**config.mk**
```make
export PLATFORM = sky130hd
export DESIGN_NAME = gpio_bank_wb
export DESIGN_NICKNAME = d
export VERILOG_FILES = /design/src/rtl/gpio_bank_pkg.sv /design/src/rtl/gpio_bank_port.sv /design/src/rtl/gpio_bank_wb.sv
export SDC_FILE = /design/constraint.sdc
export NUM_CORES = 1
export LEC_CHECK = 0
export CORE_ASPECT_RATIO = 0.6
export CORE_MARGIN = 8
export CORE_UTILIZATION = 45
export DETAILED_ROUTE_END_ITERATION = 12
export PLACE_DENSITY_LB_ADDON = 0.12
export SYNTH_ARGS = -nofsm -noshare
export SYNTH_HDL_FRONTEND = slang
export SYNTH_SLANG_ARGS = --single-unit
```
**constraint.sdc**
```tcl
create_clock -name i_clk -period 5.67 [get_ports i_clk]
set_clock_uncertainty 0.1 [all_clocks]
set_input_delay 1.134 -clock i_clk [delete_from_list [all_inputs] [get_ports i_clk]]
set_output_delay 1.134 -clock i_clk [all_outputs]
set_load 0.02 [all_outputs]
```
**src/rtl/gpio_bank_pkg.sv**
```systemverilog
// Shared register map and helpers for the multi-port Wishbone GPIO bank.
package gpio_bank_pkg;

  localparam int unsigned REG_W = 3;

  localparam logic [REG_W-1:0] REG_IN      = 3'd0;
  localparam logic [REG_W-1:0] REG_OUT     = 3'd1;
  localparam logic [REG_W-1:0] REG_OE      = 3'd2;
  localparam logic [REG_W-1:0] REG_RISE_EN = 3'd3;
  localparam logic [REG_W-1:0] REG_FALL_EN = 3'd4;
  localparam logic [REG_W-1:0] REG_STATUS  = 3'd5;

  // Expand Wishbone byte selects into a 32-bit write mask.
  function automatic logic [31:0] lane_mask(input logic [3:0] sel);
    logic [31:0] m;
    m = '0;
    for (int b = 0; b < 4; b++) begin
      if (sel[b]) m[b*8 +: 8] = 8'hFF;
    end
    return m;
  endfunction

endpackage

```
**src/rtl/gpio_bank_port.sv**
```systemverilog
// One GPIO port: input synchroniser, edge detect, control/status registers
// and the register read mux.
module gpio_bank_port
  import gpio_bank_pkg::*;
#(
  parameter int unsigned WIDTH       = 8,
  parameter int unsigned SYNC_STAGES = 2
) (
  input  logic             clk,
  input  logic             rst,
  input  logic [WIDTH-1:0] pins,
  input  logic             wr,
  input  logic [REG_W-1:0] reg_sel,
  input  logic [31:0]      wdat,
  input  logic [3:0]       sel,
  output logic [31:0]      rd_c,
  output logic [WIDTH-1:0] gpio,
  output logic [WIDTH-1:0] gpio_oe,
  output logic [WIDTH-1:0] status
);

  logic [WIDTH-1:0] sync_q [SYNC_STAGES];
  logic [WIDTH-1:0] prev_q;
  logic [WIDTH-1:0] rise_en_q;
  logic [WIDTH-1:0] fall_en_q;
  logic [WIDTH-1:0] in_c;
  logic [WIDTH-1:0] wmask_c;
  logic [WIDTH-1:0] wdata_c;
  logic [WIDTH-1:0] set_c;
  logic [WIDTH-1:0] clr_c;

  assign in_c    = sync_q[SYNC_STAGES-1];
  assign wmask_c = WIDTH'(lane_mask(sel));
  assign wdata_c = WIDTH'(wdat);
  assign set_c   = (in_c & ~prev_q & rise_en_q) | (~in_c & prev_q & fall_en_q);
  assign clr_c   = (wr && reg_sel == REG_STATUS) ? (wdata_c & wmask_c) : '0;

  // Sticky status: an edge arriving with a W1C in the same cycle keeps the bit set.
  always_ff @(posedge clk or posedge rst) begin
    if (rst) begin
      for (int i = 0; i < int'(SYNC_STAGES); i++) sync_q[i] <= '0;
      prev_q    <= '0;
      gpio      <= '0;
      gpio_oe   <= '0;
      rise_en_q <= '0;
      fall_en_q <= '0;
      status    <= '0;
    end else begin
      sync_q[0] <= pins;
      for (int i = 1; i < int'(SYNC_STAGES); i++) sync_q[i] <= sync_q[i-1];
      prev_q <= in_c;
      status <= (status & ~clr_c) | set_c;
      if (wr) begin
        case (reg_sel)
          REG_OUT:     gpio      <= (gpio & ~wmask_c) | (wdata_c & wmask_c);
          REG_OE:      gpio_oe   <= (gpio_oe & ~wmask_c) | (wdata_c & wmask_c);
          REG_RISE_EN: rise_en_q <= (rise_en_q & ~wmask_c) | (wdata_c & wmask_c);
          REG_FALL_EN: fall_en_q <= (fall_en_q & ~wmask_c) | (wdata_c & wmask_c);
          default: ;
        endcase
      end
    end
  end

  always_comb begin
    rd_c = '0;
    case (reg_sel)
      REG_IN:      rd_c = 32'(in_c);
      REG_OUT:     rd_c = 32'(gpio);
      REG_OE:      rd_c = 32'(gpio_oe);
      REG_RISE_EN: rd_c = 32'(rise_en_q);
      REG_FALL_EN: rd_c = 32'(fall_en_q);
      REG_STATUS:  rd_c = 32'(status);
      default: ;
    endcase
  end

endmodule

```
**src/rtl/gpio_bank_wb.sv**
```systemverilog
// Wishbone slave wrapping PORTS GPIO ports: address decode, single-cycle ack,
// registered read data and the aggregated interrupt.
module gpio_bank_wb
  import gpio_bank_pkg::*;
#(
  parameter int unsigned PORTS       = 2,
  parameter int unsigned WIDTH       = 8,
  parameter int unsigned SYNC_STAGES = 2,
  parameter int unsigned AW          = $clog2(PORTS) + 3
) (
  input  logic                   i_clk,
  input  logic                   i_rst,
  input  logic [AW-1:0]          i_wb_adr,
  input  logic [31:0]            i_wb_dat,
  input  logic [3:0]             i_wb_sel,
  input  logic                   i_wb_we,
  input  logic                   i_wb_cyc,
  input  logic                   i_wb_stb,
  output logic [31:0]            o_wb_rdt,
  output logic                   o_wb_ack,
  input  logic [PORTS*WIDTH-1:0] i_gpio,
  output logic [PORTS*WIDTH-1:0] o_gpio,
  output logic [PORTS*WIDTH-1:0] o_gpio_oe,
  output logic                   o_irq
);

  localparam int unsigned NB = PORTS * WIDTH;

  logic             access_c;
  logic [31:0]      port_idx_c;
  logic [REG_W-1:0] reg_sel_c;
  logic [31:0]      rd_c;
  logic [31:0]      port_rd [PORTS];
  logic [NB-1:0]    status_all;

  assign access_c   = i_wb_cyc & i_wb_stb & ~o_wb_ack;
  // Out-of-range port indices match no instance, so they read 0 and write nothing.
  assign port_idx_c = 32'(i_wb_adr >> 3);
  assign reg_sel_c  = i_wb_adr[REG_W-1:0];

  for (genvar p = 0; p < PORTS; p++) begin : g_port
    gpio_bank_port #(
      .WIDTH      (WIDTH),
      .SYNC_STAGES(SYNC_STAGES)
    ) u_port (
      .clk    (i_clk),
      .rst    (i_rst),
      .pins   (i_gpio[p*WIDTH +: WIDTH]),
      .wr     (access_c & i_wb_we & (port_idx_c == 32'(p))),
      .reg_sel(reg_sel_c),
      .wdat   (i_wb_dat),
      .sel    (i_wb_sel),
      .rd_c   (port_rd[p]),
      .gpio   (o_gpio[p*WIDTH +: WIDTH]),
      .gpio_oe(o_gpio_oe[p*WIDTH +: WIDTH]),
      .status (status_all[p*WIDTH +: WIDTH])
    );
  end

  always_comb begin
    rd_c = '0;
    for (int p = 0; p < int'(PORTS); p++) begin
      if (port_idx_c == 32'(p)) rd_c = port_rd[p];
    end
  end

  // Ack and read data share one register stage; reset drops any pending ack.
  always_ff @(posedge i_clk or posedge i_rst) begin
    if (i_rst) begin
      o_wb_ack <= 1'b0;
      o_wb_rdt <= '0;
    end else begin
      o_wb_ack <= access_c;
      o_wb_rdt <= (access_c && !i_wb_we) ? rd_c : '0;
    end
  end

  assign o_irq = |status_all;

endmodule

```
==> impl_results.md <==
* Status: finished, final reports clean
* Via Count at 3,952
* Top_reg_cell synth: dfrtp_1
* WL final at 14,800 µm
* Final TNS setup at 0 ns
* TritonCTS clock tree: done
* Max frequency at approximately 260 MHz
* Die span in y at 105 µm
* CP arrival at 4.08 ns
* Worst Path Max Fanout at 12
* Hold buffers post-CTS at 0
* DR pass1 iterations at 5
* MaxCap Viol Count at 0
* Final setup violation count at 0
* Tcrit/Tclk final at 0.684
* Starting DRT DRC Count at 323
* Nets at around 600
* Pin count of the biggest net entering global routing at 104
* # Post-CTS Setup Buffers at 0
* Post-synthesis instance area at 5900 µm²
* Worst slew margin at 0.322
* RePlAce Congestion at just over 0.8
* Final Hold Viols at 0
* Met1 track demand over resource at 0.259
* Worst setup EP type: flip-flop
* RSZ-0062 raised after global routing: false
* Port buffer count at 75
* Worst-margin pin slew at 1.01 ns
* Most used routing layer in global routing: met1
* Global route overflow at 0
* Yosys warning count at 0
* Dpl hpwl at between 10,000 and 15,000 µm
* Number of I/O pins at 127
* Clock-pin slew on the worst setup and hold paths at 0.06 ns
* WL per Instance at 20.7 µm
* M3 GR Usage at 0.0458
* Row count at 32
* Synthesized instance count at 460
* Hold WC Path Type: flip-flop to flip-flop
* GRT Overall Usage at 0.177
* CP cell instances: clkdlybuf4s50_1, clkinv_1, nor3_1, nand3_1, mux2_2
* FFs w/ async S/R, synth at 1.00
* Via-to-Cell Ratio at 5.52
* Post-route cell area at 7290 µm²
* M2 GR Usage at 0.251
* Initial Util at 0.461
* Setup Crit Path Kind: primary input to flip-flop
* Number of global-route vias before repair at 3,985
* Layout area overhead at 23.6%
* Core area at 12,800 µm²
* Antenna-violating nets left at 0
* Netlist cell types at 45
* Number of gates resized after cts at 0
* H-tree lvl count at 4
* Layout cells sized above 1 at 0.211
* CP bufs+invs at 2
* Final worst path period need at 3.88 ns
* CP top delay family: buffers and inverters
* Max incr delay on CP at 0.84 ns
* Slowest stage cell, crit path: clkdlybuf4s50_1
* Share of the yosys chip area belonging to registers at 0.581
* Initial antenna violation count at 0
* Placed cell area at about 6700 µm²
* Die width at 164 µm
* Largest vdd supply drop at 0.163 mV
* Antenna diodes at 0
* Inserted Clock Buffers at 17
* Critical Path Source Type: primary input
* Leak Pwr at between 3 and 4 nW
* Post-synthesis average cell area at 12.8 µm²
* Root Buffer: clkbuf_16
* CP required at 5.87 ns
* Max Root-Sink Buffers at 2
* Pwr per Cell Area at 350 nW/µm²
* Register bit total from synthesis at 137
* Sink Count at 137
* Die area at 17,200 µm²
* DRC at 0
* Clock Latency Late Sink at 0.42 ns
* Slew Viols, Final at 0
* EDFF count, synth at 0
* First-pass GRT wire length at 23,300 µm
==> cell usage in the layout (no fill, tap or decap), types with 5 or more instances in the layout <==
cell type        instances
mux2_2                  64
mux2i_1                 25
mux4_2                   6
a21oi_1                 10
inv_1                    5
a211oi_1                 5
nand3b_1                24
conb_1                  24
nor2_1                   8
nand2_1                 40
dfrtp_1                137
a21o_1                  15
clkdlybuf4s50_1         74
nor3_1                   5
clkbuf_16               17
o21ai_0                 25
==> logic make-up after synthesis <==
family,Yosys count,synth area share
and+or+nand+nor,103,0.102
muxes,97,0.191
other,1,0.000635
AOI/OAI and AO/OA,68,0.0729
buffers and inverters,54,0.0524
DFF,137,0.581
==> path summary, 6_finish.rpt <==
check	end	start	slack, ns	cells after the start
max	flip-flop	i_wb_adr[3]	1.79	5
min	g_port[0].u_port.in_c[2]$_DFF_PP0_	g_port[0].u_port.sync_q[10]$_DFF_PP0_	0.25	0
max in group asynchronous	asynchronous set/reset pin	i_rst	3.25	3
max reg2reg	flip-flop	o_wb_ack$_DFF_PP0_	3.14	4
min in group asynchronous	g_port[1].u_port.sync_q[9]$_DFF_PP0_	i_rst	1.16	2
min reg2reg	g_port[0].u_port.in_c[2]$_DFF_PP0_	g_port[0].u_port.sync_q[10]$_DFF_PP0_	0.25	0
==> cell usage after synthesis (2+ instances only) <==
cell type / n / area [µm²]
nand3b_1: 24 / 180
nor2_1: 8 / 30.0
nand2b_1: 2 / 12.5
inv_1: 6 / 22.5
clkbuf_1: 4 / 15.0
or3_1: 2 / 12.5
dfrtp_1: 137 / 3430
o21ai_0: 25 / 125
o221ai_1: 2 / 17.5
nor4_1: 5 / 31.3
mux2i_1: 25 / 250
a21oi_1: 10 / 50.1
o22ai_1: 3 / 18.8
nand3_1: 2 / 10.0
buf_2: 9 / 45.0
nor3_1: 5 / 25.0
a21o_1: 15 / 113
a211oi_1: 5 / 37.5
mux2_1: 2 / 22.5
mux2_2: 64 / 721
nand2_1: 40 / 150
buf_4: 25 / 188
nor3_4: 2 / 32.5
mux4_2: 6 / 135
nor3b_1: 2 / 15.0
buf_1: 8 / 30.0
and3b_1: 4 / 35.0
==> per-stage QoR <==
| step | worst slack [ns] | cells | hold WS [ns] | utilization | total power, mW |
|---|---|---|---|---|---|
| 3_5_place_dp | 1.46 | 685 | 0.235 | 0.523 | 1.48 |
| 4_1_cts | 1.91 | 716 | 0.247 | 0.569 | 2.57 |
| 2_1_floorplan | 0.768 | 483 | 0.231 | - | 1.36 |
| 3_3_place_gp | 1.50 | 685 | 0.233 | 0.523 | 1.47 |
| 5_1_grt | 1.71 | 716 | 0.250 | 0.569 | 2.66 |
| 6_report | 1.79 | 716 | 0.247 | 0.569 | 2.55 |
==> where the power goes <==
part / switching, mW / leakage [nW] / total [mW] / internal, mW
Sequential: 0.0851 / 1.73 / 1.16 / 1.08
Clock: 0.410 / 0.284 / 1.09 / 0.678
Combinational: 0.149 / 1.28 / 0.297 / 0.148
Total: 0.644 / 3.30 / 2.55 / 1.91
==> cell type report <==
class                      count  area, µm²
clock buffer                  20        467
clock inverter                11        120
fill                        1071       5520
inverter                       7       31.3
multi-input combinational    292       2260
sequential                   137       3430
tap                          170        213
timing repair buffer          79        776
==> routing by layer <==
| layer | routed length, µm | vias up | part of all wire |
|---|---|---|---|
| met4 | 149 | 0 | 0.010 |
| li1 | - | 1755 | - |
| met1 | 6990 | 2002 | 0.47 |
| met2 | 6410 | 174 | 0.43 |
| met5 | 0 | - | 0 |
| met3 | 1260 | 21 | 0.085 |
Note: power is estimated with default switching activity, not from simulation.
